--- src/rtl/cpu_pkg.sv ---
// cpu_pkg: shared CPU types and constants for the fetch and decode stages.
package cpu_pkg;
    typedef enum logic [1:0] {IDLE = 2'd0, RUN = 2'd1, HALT = 2'd2} fetch_state_t;
    localparam logic [31:0] NOP_WORD = 32'h0000_0020;
    localparam logic [31:0] WORD_BYTES = 32'd4;
    typedef struct packed {
        logic [31:0] instr;
        logic [31:0] pc4;
        logic        valid;
    } if_id_t;
endpackage

--- src/rtl/instruction_fetch_if.sv ---
// instruction_fetch_if: control, instruction-memory and IF/ID signals of the fetch stage.
interface instruction_fetch_if;
    logic        start;
    logic        stall;
    logic        redirect;
    logic [31:0] redirect_pc;
    logic [31:0] imem_addr;
    logic [31:0] imem_instr;
    logic [31:0] if_id_instr;
    logic [31:0] if_id_pc4;
    logic        if_id_valid;
    logic [31:0] pc;
    logic        halted;
    modport slave (
        input  start, stall, redirect, redirect_pc, imem_instr,
        output imem_addr, if_id_instr, if_id_pc4, if_id_valid, pc, halted
    );
    modport master (
        output start, stall, redirect, redirect_pc, imem_instr,
        input  imem_addr, if_id_instr, if_id_pc4, if_id_valid, pc, halted
    );
endinterface

--- src/rtl/instruction_fetch_if_id_reg.sv ---
// if_id_reg: IF/ID pipeline register; flush (bubble) takes priority over hold.
module if_id_reg
    import cpu_pkg::*;
#(
    parameter logic [31:0] BUBBLE_INSTR = NOP_WORD
) (
    input  logic   clk,
    input  logic   rst_n,
    input  logic   hold_i,
    input  logic   flush_i,
    input  if_id_t d_i,
    output if_id_t q_o
);
    if_id_t q_q;
    always_ff @(posedge clk or negedge rst_n)
        if (!rst_n)       q_q <= '{instr: BUBBLE_INSTR, pc4: '0, valid: 1'b0};
        else if (flush_i) q_q <= '{instr: BUBBLE_INSTR, pc4: '0, valid: 1'b0};
        else if (!hold_i) q_q <= d_i;
    assign q_o = q_q;
endmodule

--- src/rtl/instruction_fetch.sv ---
// instruction_fetch: PC/FSM of the fetch stage feeding the IF/ID register.
// Optional FETCH_PERF_EN adds saturating fetch_count/squash_count outputs.
module instruction_fetch #(
    parameter logic [31:0] RESET_PC  = 32'h0000_0000,
    parameter int          MEM_BYTES = 80,
    parameter logic [31:0] NOP_WORD  = cpu_pkg::NOP_WORD
) (
    input  logic                clk,
    input  logic                rst_n,
    instruction_fetch_if.slave  bus
`ifdef FETCH_PERF_EN
    ,
    output logic [31:0]         fetch_count,
    output logic [31:0]         squash_count
`endif
);
    cpu_pkg::fetch_state_t state_q, state_d;
    logic [31:0] pc_q, pc_d, tgt;
    logic hold, flush, adv, squash;
    cpu_pkg::if_id_t if_id_d, if_id_q;
    assign tgt = bus.redirect_pc & ~32'h3;
    always_ff @(posedge clk or negedge rst_n)
        if (!rst_n) begin
            state_q <= cpu_pkg::IDLE;
            pc_q    <= RESET_PC;
        end else begin
            state_q <= state_d;
            pc_q    <= pc_d;
        end
    // Anything other than a stall or advance in RUN loads a bubble into IF/ID.
    always_comb begin
        state_d = state_q;
        pc_d    = pc_q;
        flush   = 1'b1;
        hold    = 1'b0;
        adv     = 1'b0;
        squash  = 1'b0;
        case (state_q)
            cpu_pkg::IDLE: state_d = bus.start ? cpu_pkg::RUN : cpu_pkg::IDLE;
            cpu_pkg::RUN:
                if (bus.redirect) begin
                    pc_d   = tgt;
                    squash = 1'b1;
                end else if (pc_q >= 32'(MEM_BYTES)) begin
                    state_d = cpu_pkg::HALT;
                end else if (bus.stall) begin
                    hold  = 1'b1;
                    flush = 1'b0;
                end else begin
                    adv   = 1'b1;
                    flush = 1'b0;
                    pc_d  = pc_q + cpu_pkg::WORD_BYTES;
                end
            cpu_pkg::HALT:
                if (bus.redirect && tgt < 32'(MEM_BYTES)) begin
                    state_d = cpu_pkg::RUN;
                    pc_d    = tgt;
                end
            default: state_d = cpu_pkg::IDLE;
        endcase
    end
    assign if_id_d = '{instr: bus.imem_instr, pc4: pc_q + cpu_pkg::WORD_BYTES, valid: 1'b1};
    if_id_reg #(.BUBBLE_INSTR(NOP_WORD)) u_if_id (
        .clk    (clk),
        .rst_n  (rst_n),
        .hold_i (hold),
        .flush_i(flush),
        .d_i    (if_id_d),
        .q_o    (if_id_q)
    );
    assign bus.imem_addr   = pc_q;
    assign bus.pc          = pc_q;
    assign bus.halted      = state_q == cpu_pkg::HALT;
    assign bus.if_id_instr = if_id_q.instr;
    assign bus.if_id_pc4   = if_id_q.pc4;
    assign bus.if_id_valid = if_id_q.valid;
`ifdef FETCH_PERF_EN
    logic [31:0] fetch_count_q, squash_count_q;
    always_ff @(posedge clk or negedge rst_n)
        if (!rst_n) begin
            fetch_count_q  <= '0;
            squash_count_q <= '0;
        end else begin
            if (adv && ~&fetch_count_q)     fetch_count_q  <= fetch_count_q + 32'd1;
            if (squash && ~&squash_count_q) squash_count_q <= squash_count_q + 32'd1;
        end
    assign fetch_count  = fetch_count_q;
    assign squash_count = squash_count_q;
`endif
endmodule

--- src/flat_wrapper.sv ---
// flat-port wrapper written by rule: the top's interface ports become plain ports
module instruction_fetch_flat 
#(
    parameter logic [31:0] RESET_PC  = 32'h0000_0000,
    parameter int          MEM_BYTES = 80,
    parameter logic [31:0] NOP_WORD  = cpu_pkg::NOP_WORD
)
  (clk, rst_n, bus_start, bus_stall, bus_redirect, bus_redirect_pc, bus_imem_instr, bus_imem_addr, bus_if_id_instr, bus_if_id_pc4, bus_if_id_valid, bus_pc, bus_halted);
  instruction_fetch_if bus_i ();
  input  logic clk;
  input  logic rst_n;
  input wire logic [$bits(bus_i.start)-1:0] bus_start;
  input wire logic [$bits(bus_i.stall)-1:0] bus_stall;
  input wire logic [$bits(bus_i.redirect)-1:0] bus_redirect;
  input wire logic [$bits(bus_i.redirect_pc)-1:0] bus_redirect_pc;
  input wire logic [$bits(bus_i.imem_instr)-1:0] bus_imem_instr;
  output wire logic [$bits(bus_i.imem_addr)-1:0] bus_imem_addr;
  output wire logic [$bits(bus_i.if_id_instr)-1:0] bus_if_id_instr;
  output wire logic [$bits(bus_i.if_id_pc4)-1:0] bus_if_id_pc4;
  output wire logic [$bits(bus_i.if_id_valid)-1:0] bus_if_id_valid;
  output wire logic [$bits(bus_i.pc)-1:0] bus_pc;
  output wire logic [$bits(bus_i.halted)-1:0] bus_halted;
  assign bus_i.start = bus_start;
  assign bus_i.stall = bus_stall;
  assign bus_i.redirect = bus_redirect;
  assign bus_i.redirect_pc = bus_redirect_pc;
  assign bus_i.imem_instr = bus_imem_instr;
  assign bus_imem_addr = bus_i.imem_addr;
  assign bus_if_id_instr = bus_i.if_id_instr;
  assign bus_if_id_pc4 = bus_i.if_id_pc4;
  assign bus_if_id_valid = bus_i.if_id_valid;
  assign bus_pc = bus_i.pc;
  assign bus_halted = bus_i.halted;
  instruction_fetch #(.RESET_PC(RESET_PC), .MEM_BYTES(MEM_BYTES), .NOP_WORD(NOP_WORD)) u_core (.clk(clk), .rst_n(rst_n), .bus(bus_i));
endmodule
--- config.mk ---
export PLATFORM = sky130hd
export DESIGN_NAME = instruction_fetch_flat
export DESIGN_NICKNAME = d
export VERILOG_FILES = /design/src/rtl/cpu_pkg.sv /design/src/rtl/instruction_fetch_if.sv /design/src/rtl/instruction_fetch_if_id_reg.sv /design/src/rtl/instruction_fetch.sv /design/src/flat_wrapper.sv
export SDC_FILE = /design/constraint.sdc
export NUM_CORES = 1
export LEC_CHECK = 0
export CAP_MARGIN = 10
export CELL_PAD_IN_SITES_DETAIL_PLACEMENT = 1
export CELL_PAD_IN_SITES_GLOBAL_PLACEMENT = 2
export CORE_MARGIN = 8
export CORE_UTILIZATION = 25
export DETAILED_ROUTE_END_ITERATION = 10
export HOLD_SLACK_MARGIN = 0.02
export PLACE_DENSITY_LB_ADDON = 0.2
export RECOVER_POWER = 25
export SETUP_SLACK_MARGIN = 0.05
export SLEW_MARGIN = 30
export SYNTH_ARGS = -nofsm -noshare
export SYNTH_HDL_FRONTEND = slang
export SYNTH_SLANG_ARGS = --single-unit
--- constraint.sdc ---
create_clock -name clk -period 2.3 [get_ports clk]
set_input_delay 0.46 -clock clk [delete_from_list [all_inputs] [get_ports clk]]
set_output_delay 0.46 -clock clk [all_outputs]
set_load 0.02 [all_outputs]
**Word-level counts from Yosys, hierarchy flattened**

Index checks and enable logic that the tools add are counted.

- Register bits after elaboration: 99
- Bits in latches: 0
- Bits in writable memories: 0
- Bits in read-only memories: 0
- Bits of input ports: 69
- Output and inout port bits: 130
- Word-level logic and storage cells: 40
- Memories kept: 0

- Add/sub/neg operators: 1
- Multipliers: 0
- Div/mod/pow operators: 0
- Magnitude comparators: 2
- Equality and inequality tests: 8
- Shifts and indexed selects: 0
- Mux-type cells: 19
- Bitwise gates (word level): 0
- Reduce and logical (&&, ||, !) cells: 5

Operators with widths:

| kind | count |
|---|---|
| $mux W65 | 2 |
| $mux W32 | 4 |
| $pmux W32 S2 | 1 |
| $add A32 B3 Y32 const B | 1 |
| $ge A32 B7 Y1 const B | 1 |
| $lt A32 B7 Y1 const B | 1 |
| $mux W1 | 8 |
| $mux W2 | 3 |
| $ne A2 B1 Y1 const B | 3 |
| $ne A3 B3 Y1 const B | 2 |
| $pmux W2 S3 | 1 |
| $reduce_and A4 Y1 | 1 |
| $reduce_and A3 Y1 | 1 |
| $eq A2 B1 Y1 const B | 1 |
| $eq A2 B2 Y1 const B | 1 |
| $logic_not A2 Y1 | 1 |
| $ne A2 B2 Y1 const B | 1 |
| $reduce_bool A2 Y1 | 1 |
| $logic_and A1 B1 Y1 | 1 |

**Depth between registers and ports, before layout**

Gate-level depths: netlist of the first run.

- Depth in word-level cells: 6
- Mapped depth: 8
- Gate-level depth less buffers: 6

**By module**

A second synthesis of the first run with hierarchy kept.

- Cell total of the unflattened synthesis: 498
- Area total of the unflattened synthesis: 5099.9 um2

By module, submodules not included:

| module | instances | cells each | area each (um2) | sequential area each (um2) |
|---|---|---|---|---|
| if_id_reg | 1 | 209 | 2671.3 | 1627.8 |
| instruction_fetch | 1 | 289 | 2428.6 | 800.8 |

**Worst setup path after synthesis of the first run**

Ideal clock, no wire load.

- Path kind: reg-to-reg
- From: register u_core.pc_q[2], in the netlist u_core.bus.imem_addr[2]
- To: register u_core.pc_q[27], in the netlist u_core.bus.imem_addr[27]
- Setup time: 0.125 ns
- Arrival: 1.947 ns
- Data required time: 2.175 ns
- Path slack: 0.228 ns
- Stages on the path, launching flop included: 8
- Path buffers: 1
- Period minus slack after synthesis: 2.072 ns
- Cells stage by stage: dfrtp_1 > ha_1 > nand2_1 > nor4b_4 > a21o_2 > and3_1 > buf_6 > mux2_2

- Longest elaborated chain between the ends: 5
- Elaborated cells on any way between the ends: 8
- Classes of those cells: add/sub: 1; order compare: 1; eq/ne: 1; mux: 4; reduce/logical: 1

RTL lines:

| item | RTL line | RTL |
|---|---|---|
| from (decl) | instruction_fetch.sv:18 | `logic [31:0] pc_q, pc_d, tgt;` |
| from (signal assigned) | instruction_fetch.sv:28 | `pc_q <= pc_d;` |
| $add A32 B3 Y32 | instruction_fetch.sv:52 | `pc_d = pc_q + cpu_pkg::WORD_BYTES;` |
| $mux W32 | instruction_fetch.sv:46 | `end else if (bus.stall) begin` |
| $mux W32 | instruction_fetch.sv:44 | `end else if (pc_q >= 32'(MEM_BYTES)) begin` |
| $mux W32 | instruction_fetch.sv:41 | `if (bus.redirect) begin` |
| $pmux W32 S2 | instruction_fetch.sv:38 | `case (state_q)` |

Several ways; a longest one is shown, not always the timed one. The select of a mux whose other input is x is not followed.
A chain may end at the register's enable or synchronous reset.

**Worst setup path in the final report of the first run**

- From: input port bus_redirect_pc[26]
- To: register u_core.pc_q[3], in the netlist u_core.bus.imem_addr[3]

- Longest elaborated chain between the ends: 4

RTL lines:

| item | RTL line | RTL |
|---|---|---|
| from (decl) | flat_wrapper.sv:15 | `input wire logic [$bits(bus_i.redirect_pc)-1:0] bus_redirect_pc;` |
| $lt A32 B7 Y1 | instruction_fetch.sv:55 | `if (bus.redirect && tgt < 32'(MEM_BYTES)) begin` |
| $logic_and A1 B1 Y1 | instruction_fetch.sv:55 |  |
| $ne A2 B1 Y1 (no line) | -- |  |
| $reduce_and A4 Y1 (no line) | -- |  |

Every way passes these cells.

==> results of run 1 <==
state kept, by name, summed over array words and instances, names as in the netlist:
| signal | count |
|---|---|
| u_core.bus.imem_addr | 30 |
| u_core.state_q | 2 |
| u_core.u_if_id.q_o | 64 |
area by class of cell:
cell class	count	share of cell area, %
timing repair buffer	268	34.68
inverter	10	0.4988
sequential	96	31.94
tap	229	3.807
clock inverter	5	0.4489
multi-input combinational	274	25.54
clock buffer	11	3.092
power breakdown:
group	internal, mW	leakage, nW	switching (mW)
clock	0.733	0.126	0.666
sequential	1.96	1.26	0.308
combinational	1.99	2.08	2.12
through the flow:
step	instances	hold WS, ns	setup TNS, ns
after floorplan	439	0.1644	0
after global placement	872	0.2943	-9.613
after detailed placement	872	0.2935	-9.792
after CTS	889	0.4728	0
after global routing	893	0.4123	0
final	893	0.4185	0
cell families (layout without fill, tap and decap cells):
family                     Yosys count  after routing  synth area share, %
xor gates and xnor gates             3              3               0.5672
muxes                               38             38                8.264
AOI/OAI and AO/OA                   68             68                11.59
buffers and inverters               69            294                9.236
other                                1              4              0.08094
adders and majority gates            2              2               0.5400
DFF                                 96             96                51.88
and+or+nand+nor                    159            159                17.85
synth_stat cells (all sizes together) (2+ instances only):
cell type and instances:
a21oi 15, buf 43, and3 30, a22oi 2
mux2 2, o22a 5, o22ai 6, o2bb2ai 2
nand2 17, nor3 8, and4 2, or3 2
nand4 14, a2bb2oi 10, dfrtp 95, nand2b 3
and2 2, ha 2, xor2 2, nor4 14
a22o 2, nor2 52, a31oi 4, nand3 13
clkbuf 16, inv 10, mux2i 36, o21ai 13
worst max-delay path, delay by kind of cell:
| family | cells | cell delay (ns) |
|---|---|---|
| AND/OR/NAND/NOR | 3 | 0.72 |
| multiplexers | 1 | 0.17 |
| buffers and inverters | 2 | 0.64 |
| AO/OA/AOI/OAI | 1 | 0.45 |
repair_timing:
| action | in CTS | in global routing |
|---|---|---|
| buffers inserted | 0 | 2 |
| pin swaps | 0 | 13 |
| hold buffers | 1 | 0 |
| setup endpoints to repair | 18 | 94 |
| cloned | 0 | 2 |
| resized for setup | 5 | 39 |
| endpoints found under the hold margin | 6 | 0 |
per-layer routing:
metal,track usage [%],vias up,part of all wire (%)
li1,-,1966,-
met1,17.63,2147,41
met2,26.20,138,49
met3,6.296,16,7.9
met4,3.713,0,1.3
met5,0,-,0
final timing paths:
kind / endpoint / slack (ns)
max in group asynchronous: u_core.state_q[1] / 0.49
worst max-delay path: u_core.bus.imem_addr[3] / 0.12
worst min register to register: u_core.state_q[0] / 0.48
min in group asynchronous: u_core.bus.imem_addr[11] / 0.58
worst min-delay path: u_core.bus.imem_addr[27] / 0.42
worst max register to register: u_core.bus.imem_addr[29] / 0.16
==> flow_summary.json, run 1 <==
{
  "remaining_drc_errors": 0,
  "clock_root_buffer_master": "clkbuf_16",
  "detail_route.wl_per_cell_um": 20.37,
  "synthDominantAreaCellType": "dfrtp_1",
  "setup_slack_ns": 0.1244,
  "timing.critical_path.fanout_max": 6,
  "total_power_consumption_mw": 7.776,
  "clkTransAtPathRegs_ns": 0.07,
  "worst_case_clock_buffer_depth": 2,
  "maxCapViolCount": 0,
  "antenna_found_initial": 0,
  "relSlewSlack_pct": 40.98,
  "leakagePower_nw": 3.469,
  "slowest_delay_ns": 0.47,
  "synth_top_cells_by_area": "dfrtp_1 (51%), mux2i_1 (7.8%), buf_4 (6.0%)",
  "clock-skew-final_ns": 0.005720,
  "floorplan.initialDensity_pct": 25.62,
  "multi_input_area_um2": 1922,
  "path_class": "input port to flip-flop",
  "detail-route-antenna-nets": 0,
  "final_critical_path_share_of_the_clock_period_pct": 94.59,
  "holdPathStages": 2,
  "dp.final_hpwl_um": 13690,
  "dieArea_um2": 23150,
  "row_count": 49,
  "seq_area_um2": 2404,
  "achievable-frequency_ghz": 0.4596,
  "cpMaxStageDelayCell": "clkdlybuf4s50_1",
  "crit-reg2reg-launch": "u_core.bus.imem_addr[20]",
  "num_io_pins": 199,
  "die_h_um": 152.1,
  "global_route_wire_length_before_repair_um": 28320,
  "routed-via-count": 4267,
  "grt_overflow": 0,
  "synth_enable_flop_cells": 0,
  "drt-initial-drc-count": 173,
  "setup_viol_count_final": 0,
  "final_gp_congestion": 0.7923,
  "areaGrowthSynthToFinish_pct": 62.44,
  "detail_route.first_pass.iterations": 4,
  "post_synth_inst_count": 436,
  "final_common_cell": "clkdlybuf4s50_1",
  "cp.arrival_ns": 2.45,
  "final_max_slew_viol_count": 0,
  "most_instantiated_flip_flop_cell_in_the_synthesis_netlist": "dfrtp_1",
  "grt_max_degree": 69,
  "floorplan.core_area_um2": 18090,
  "share_of_layout_cells_above_drive_strength_1_pct": 18.98,
  "cellPowerDensity_nw_per_um2": 1033,
  "final_hold_viol_count": 0,
  "timing.critical_path.required_ns": 2.57,
  "stdcell_area_um2": 7526,
  "die_w_um": 152.1,
  "htree_levels": 3,
  "final.fill_count": 1994,
  "yosysTopAreaCellShare_pct": 51.31,
  "numCtsBuffers": 9,
  "synth_area_um2": 4633,
  "ys_async_sr_fraction_pct": 100.0,
  "layout_common_cells": "clkdlybuf4s50_1 (172), dfrtp_1 (95), buf_4 (64)",
  "path_cells": "clkdlybuf4s50_1 -> nor4_4 -> nand2_2 -> o41a_1 -> nor2_4 -> buf_12 -> mux2i_1",
  "unrepaired_setup_endpoints_after_global_routing": "no",
  "diodes": 0,
  "place.port_buffers": 192,
  "hold_wc_path_type": "input port to flip-flop",
  "numClockSinks": 96,
  "critPathLaunch": "bus_redirect_pc[26]",
  "finalNetCount": 730,
  "synth.ff_latch_count": 96,
  "clk_latency_ns": 0.35,
  "worst_r2r_path_depth": 6,
  "mean_instance_size_in_the_synthesized_netlist_um2": 10.63,
  "dpl-instance-area_um2": 7038,
  "synth_sequential_area_ratio_pct": 51.88,
  "worst-slew-pin-transition_ns": 0.8854,
  "ir_worst_vdd_v": 0.0004159,
  "crit_path_start_kind": "input port",
  "timing.hold.worst.start": "bus_redirect_pc[27]",
  "status": "finished clean",
  "postLayoutCoreUtil_pct": 41.61,
  "post_synthesis_cell_type_count": 49,
  "detailedPlace.worstSlack_ns": -0.3741,
  "synth.yosys.warnings": 0,
  "grt_pass1_vias": 4729,
  "setup.worst_path.end_class": "flip-flop",
  "clock_tree_from_tritoncts": "built",
  "via_density": 4.778,
  "grtUsageTotal_pct": 15.37,
  "finalCriticalPeriod_ns": 2.176,
  "routed_wirelength_um": 18190
}
(Power assumes the default switching activity.)
==> inputs of run 2 (changes only) <==
--- a/config.mk
+++ b/config.mk
@@ -12,7 +12,7 @@
 export CORE_UTILIZATION = 25
 export DETAILED_ROUTE_END_ITERATION = 10
 export HOLD_SLACK_MARGIN = 0.02
-export PLACE_DENSITY_LB_ADDON = 0.2
+export PLACE_DENSITY_LB_ADDON = 0.1
 export RECOVER_POWER = 25
 export SETUP_SLACK_MARGIN = 0.05
 export SLEW_MARGIN = 30
==> flow_summary.json, run 2 (same netlist as run 1, synthesis figures left out) <==
{
  "total_placed_cells_including_tap_cells": 871,
  "regToRegSetupSlack_ns": 0.16,
  "unrepaired_setup_endpoints_after_global_routing": "no",
  "cpMaxStageDelayCell": "o41a_1",
  "setup.worst_path.end_class": "flip-flop",
  "grt_overflow": 0,
  "die_w_um": 152.1,
  "clk_latency_ns": 0.35,
  "achievable-frequency_ghz": 0.4628,
  "finalCriticalPeriod_ns": 2.161,
  "grt_max_degree": 69,
  "htree_levels": 3,
  "diodes": 0,
  "num_io_pins": 199,
  "remaining_drc_errors": 0,
  "detail-route-antenna-nets": 0,
  "share_of_layout_cells_above_drive_strength_1_pct": 19.58,
  "floorplan.core_area_um2": 18090,
  "setup_slack_ns": 0.1390,
  "crit_path_start_kind": "input port",
  "die_h_um": 152.1,
  "final_common_cell": "clkdlybuf4s50_1",
  "worst_case_clock_buffer_depth": 2,
  "hold_wc_path_type": "input port to asynchronous set/reset pin",
  "final_hold_viol_count": 0,
  "timing.critical_path.required_ns": 2.53,
  "setup_viol_count_final": 0,
  "clock_tree_from_tritoncts": "built",
  "row_count": 49,
  "global_route_wire_length_before_repair_um": 28570,
  "worst-slew-pin-transition_ns": 1.018,
  "largest_reg_flops": 64,
  "clock-skew-final_ns": 0.007623,
  "drt-initial-drc-count": 169,
  "detailedPlace.worstSlack_ns": -0.4644,
  "timing.critical_path.fanout_max": 6,
  "ir_worst_vdd_v": 0.0004466,
  "final-instance-count-excl-fill": 898,
  "layout_common_cells": "clkdlybuf4s50_1 (173), dfrtp_1 (95), buf_4 (70)",
  "routed-via-count": 4231,
  "cp.arrival_ns": 2.39,
  "post_cts_hold_buffer_count": 0,
  "critPathLaunch": "bus_redirect_pc[16]",
  "place.port_buffers": 192,
  "via_density": 4.712,
  "reg2reg_capture_point": "u_core.bus.imem_addr[10]",
  "dieArea_um2": 23150,
  "antenna_found_initial": 0,
  "numClockSinks": 96,
  "path_cells": "clkdlybuf4s50_1 -> nor4_2 -> nand4_1 -> buf_4 -> o41a_1 -> nor2_4 -> buf_12 -> buf_6 -> a22oi_1",
  "relSlewSlack_pct": 32.13,
  "final_max_slew_viol_count": 0,
  "status": "finished clean",
  "slowest_delay_ns": 0.47,
  "grtUsageTotal_pct": 15.58,
  "clock_root_buffer_master": "clkbuf_16",
  "worst_r2r_path_depth": 6,
  "path_class": "input port to flip-flop",
  "grt_pass1_vias": 4743,
  "stdcell_area_um2": 7561,
  "areaGrowthSynthToFinish_pct": 63.19,
  "dp.final_hpwl_um": 13630,
  "clkTransAtPathRegs_ns": 0.07,
  "crit-reg2reg-launch": "u_core.bus.imem_addr[21]",
  "detail_route.first_pass.iterations": 4,
  "floorplan.initialDensity_pct": 25.62,
  "final_gp_congestion": 0.7502,
  "routed_wirelength_um": 18160,
  "finalNetCount": 735,
  "leakagePower_nw": 3.497,
  "total_power_consumption_mw": 7.964,
  "numCtsBuffers": 9,
  "postLayoutCoreUtil_pct": 41.81,
  "dpl-instance-area_um2": 7030,
  "detail_route.wl_per_cell_um": 20.22,
  "final_critical_path_share_of_the_clock_period_pct": 93.96,
  "cellPowerDensity_nw_per_um2": 1053,
  "maxCapViolCount": 0
}
run 2: cell count changes in the layout (fill, tap and decap cells not counted), sizes merged:
cell	delta
clkinvlp	-2
buf	+6
dlygate4sd3	-1
clkbuf	-1
dlymetal6s2s	-1
clkdlybuf4s50	+1
inv	+5
clkinv	-2
run 2: layer usage:
layer	wire, um	part of all wire (%)	global-route usage [%]
met1	7738	43	19.13
met5	0	0	0
met2	9000	50	25.88
met3	1220	6.7	4.793
met4	195	1.1	4.426
run 2: timing repair:
action | 4_1_cts | 5_1_grt
buffers inserted | 3 | 6
pin swaps | 0 | 11
gates cloned | 0 | 2
setup endpoints to repair | 31 | 90
resized for setup | 4 | 36
run 2: final cells by class:
cell class	count	area, um^2
Fill cell	1987	10530
Timing Repair Buffer	273	2629
Sequential cell	96	2404
Multi-Input combinational cell	274	1908
Tap cell	229	286.5
Clock buffer	10	239.0
Clock inverter	6	57.56
Inverter	10	37.54
run 2: how the worst max path moves through the flow:
stage                                     to  slack [ns]  cells past startpoint
finish              u_core.bus.imem_addr[20]        0.14                      9
global route         u_core.bus.imem_addr[2]        0.05                      8
CTS                  u_core.bus.imem_addr[3]        0.03                      8
detailed placement   u_core.bus.imem_addr[3]       -0.46                      8
global placement    u_core.bus.imem_addr[24]       -0.45                      8
floorplan           u_core.bus.imem_addr[27]        0.23                      7
run 2: through the flow:
stage / setup TNS [ns] / hold slack, ns
floorplan: 0 / 0.1644
global placement: -11.61 / 0.4515
detailed placement: -12.22 / 0.4752
CTS: 0 / 0.09915
global route: 0 / 0.3474
finish: 0 / 0.2740
run 2: critical path: cells and delay by family:
family	cells	cell delay [ns]
AO/OA/AOI/OAI	2	0.54
buffers and inverters	4	0.91
AND/OR/NAND/NOR	3	0.48
run 2: report_power, final:
group / total [mW] / internal (mW) / switching, mW
registers: 2.24 / 1.96 / 0.281
clock network: 1.53 / 0.794 / 0.738
logic: 4.19 / 2.05 / 2.14
total: 7.96 / 4.80 / 3.16
==> inputs of run 3 (changes only) <==
==> constraint.sdc (replaced) <==
create_clock -name clk -period 2.1 [get_ports clk]
set_input_delay 0.42 -clock clk [delete_from_list [all_inputs] [get_ports clk]]
set_output_delay 0.42 -clock clk [all_outputs]
set_load 0.02 [all_outputs]
==> flow_summary.json, run 3 (same netlist as run 1, synthesis figures left out) <==
{
  "finalCriticalPeriod_ns": 2.061,
  "path_class": "input port to flip-flop",
  "grt_pass1_vias": 4871,
  "areaGrowthSynthToFinish_pct": 66.73,
  "final_hold_viol_count": 0,
  "largest_reg_flops": 64,
  "cp.arrival_ns": 2.29,
  "dieArea_um2": 23150,
  "cellPowerDensity_nw_per_um2": 1179,
  "worst-slew-pin-transition_ns": 0.8727,
  "setup.worst_path.end": "u_core.bus.imem_addr[6]",
  "top_layer": "met4",
  "routed-wl-met2_um": 9362,
  "grtUsageTotal_pct": 15.84,
  "clock_root_buffer_master": "clkbuf_16",
  "wl_met3_um": 1387,
  "final_gp_congestion": 0.7791,
  "via_density": 4.768,
  "status": "finished clean",
  "finalNetCount": 746,
  "diodes": 0,
  "total_power_consumption_mw": 9.110,
  "global_route_wire_length_before_repair_um": 29090,
  "floorplan.initialDensity_pct": 25.62,
  "share_of_layout_cells_above_drive_strength_1_pct": 24.12,
  "leakagePower_nw": 3.485,
  "die_h_um": 152.1,
  "grt_overflow": 0,
  "remaining_drc_errors": 0,
  "numCtsBuffers": 9,
  "crit-reg2reg-launch": "u_core.bus.imem_addr[20]",
  "unrepaired_setup_endpoints_after_global_routing": "yes",
  "clock_tree_from_tritoncts": "built",
  "critPathLaunch": "bus_redirect_pc[15]",
  "worst_r2r_path_depth": 6,
  "drt-initial-drc-count": 228,
  "clkTransAtPathRegs_ns": 0.07,
  "row_count": 49,
  "dp.final_hpwl_um": 13940,
  "final_critical_path_share_of_the_clock_period_pct": 98.14,
  "detailedPlace.worstSlack_ns": -0.5520,
  "clk_latency_ns": 0.35,
  "final_common_cell": "clkdlybuf4s50_1",
  "hold_wc_path_type": "input port to flip-flop",
  "routed_wirelength_um": 18750,
  "setup.worst_path.end_class": "flip-flop",
  "place.port_buffers": 192,
  "regToRegSetupSlack_ns": 0.09,
  "achievable-frequency_ghz": 0.4852,
  "detail_route.first_pass.iterations": 4,
  "setup_viol_count_final": 0,
  "setup_slack_ns": 0.03904,
  "clock-skew-final_ns": 0.009253,
  "detail-route-antenna-nets": 0,
  "routed-via-count": 4334,
  "maxCapViolCount": 0,
  "wl_met1_um": 7785,
  "grt_max_degree": 69,
  "final_max_slew_viol_count": 0,
  "relSlewSlack_pct": 41.82,
  "timing.critical_path.required_ns": 2.33,
  "crit_path_start_kind": "input port",
  "htree_levels": 3,
  "die_w_um": 152.1,
  "layout_common_cells": "clkdlybuf4s50_1 (163), dfrtp_1 (92), buf_4 (78)",
  "reg2reg_capture_point": "u_core.bus.imem_addr[29]",
  "numClockSinks": 96,
  "floorplan.core_area_um2": 18090,
  "antenna_found_initial": 0,
  "worst_case_clock_buffer_depth": 2,
  "ir_worst_vdd_v": 0.0005769,
  "detail_route.wl_per_cell_um": 20.63,
  "num_io_pins": 199,
  "timing.critical_path.fanout_max": 5
}
[run 3: changes by cell type in the layout (fill, tap and decap cells not counted), moves of 4 or more]
cell	delta
dlygate4sd2_1	+15
clkbuf_2	+4
clkdlybuf4s50_1	-10
dlymetal6s2s_1	-14
buf_4	+8
nor4_1	-4
[run 3: worst min-delay path by stage]
stage / start / slack [ns] / depth (start not counted) / to
final: bus_redirect_pc[12] / 0.37 / 3 / u_core.bus.imem_addr[12]
after floorplan: rst_n / 0.12 / 0 / u_core.bus.imem_addr[10]
after CTS: rst_n / 0.46 / 2 / u_core.u_if_id.q_o[50]
after global placement: rst_n / 0.30 / 1 / u_core.u_if_id.q_o[56]
after detailed placement: rst_n / 0.30 / 1 / u_core.u_if_id.q_o[50]
after global routing: bus_redirect_pc[12] / 0.37 / 3 / u_core.bus.imem_addr[12]
[run 3: metal layers]
layer	GRT usage, %	vias to the layer above
li1	-	1994
met2	27.29	137
met1	18.74	2186
met5	0	-
met3	5.332	17
met4	3.570	0
[run 3: final cells by class]
| cell class | instances | area (um^2) |
|---|---|---|
| Fill cell | 1991 | 10360 |
| Timing Repair Buffer | 284 | 2671 |
| Sequential cell | 96 | 2407 |
| Multi-Input combinational cell | 274 | 2001 |
| Tap cell | 229 | 286.5 |
| Clock buffer | 9 | 225.2 |
| Clock inverter | 7 | 92.59 |
| Inverter | 10 | 41.29 |
[run 3: power by group]
| group | total (mW) | internal, mW | switching, mW |
|---|---|---|---|
| sequential | 2.45 | 2.15 | 0.300 |
| clock | 1.81 | 1.05 | 0.761 |
| combinational | 4.85 | 2.37 | 2.48 |
| total | 9.11 | 5.57 | 3.54 |
[run 3: worst max-delay path: stages]
cell and delay [ns]:
clkdlybuf4s15_1 0.20, nor4_2 0.24, nand4_1 0.14, buf_4 0.17, buf_4 0.14, o41ai_4 0.35
buf_4 0.23, buf_4 0.14, nand3_1 0.11, o2bb2ai_2 0.15
[run 3: what timing repair did]
item / in CTS / in global routing
gates cloned: 2 / 1
pin swaps: 13 / 16
hold buffers: 1 / 0
hold endpoints to repair: 12 / 0
endpoints found under the setup margin: 77 / 71
gates resized for setup: 44 / 43
setup buffers: 6 / 4
[run 3: stage by stage]
step                setup TNS [ns]  cells  utilization [%]  hold slack [ns]  area [um^2]
finish                           0    909            42.71           0.3652         7725
global route               -0.2836    909            42.71           0.3740         7725
CTS                       -0.08619    904            41.94           0.4610         7585
detailed placement          -15.63    879            39.22           0.2953         7093
global placement            -19.65    879            39.22           0.2962         7093
floorplan                        0    439                -           0.1244         4647
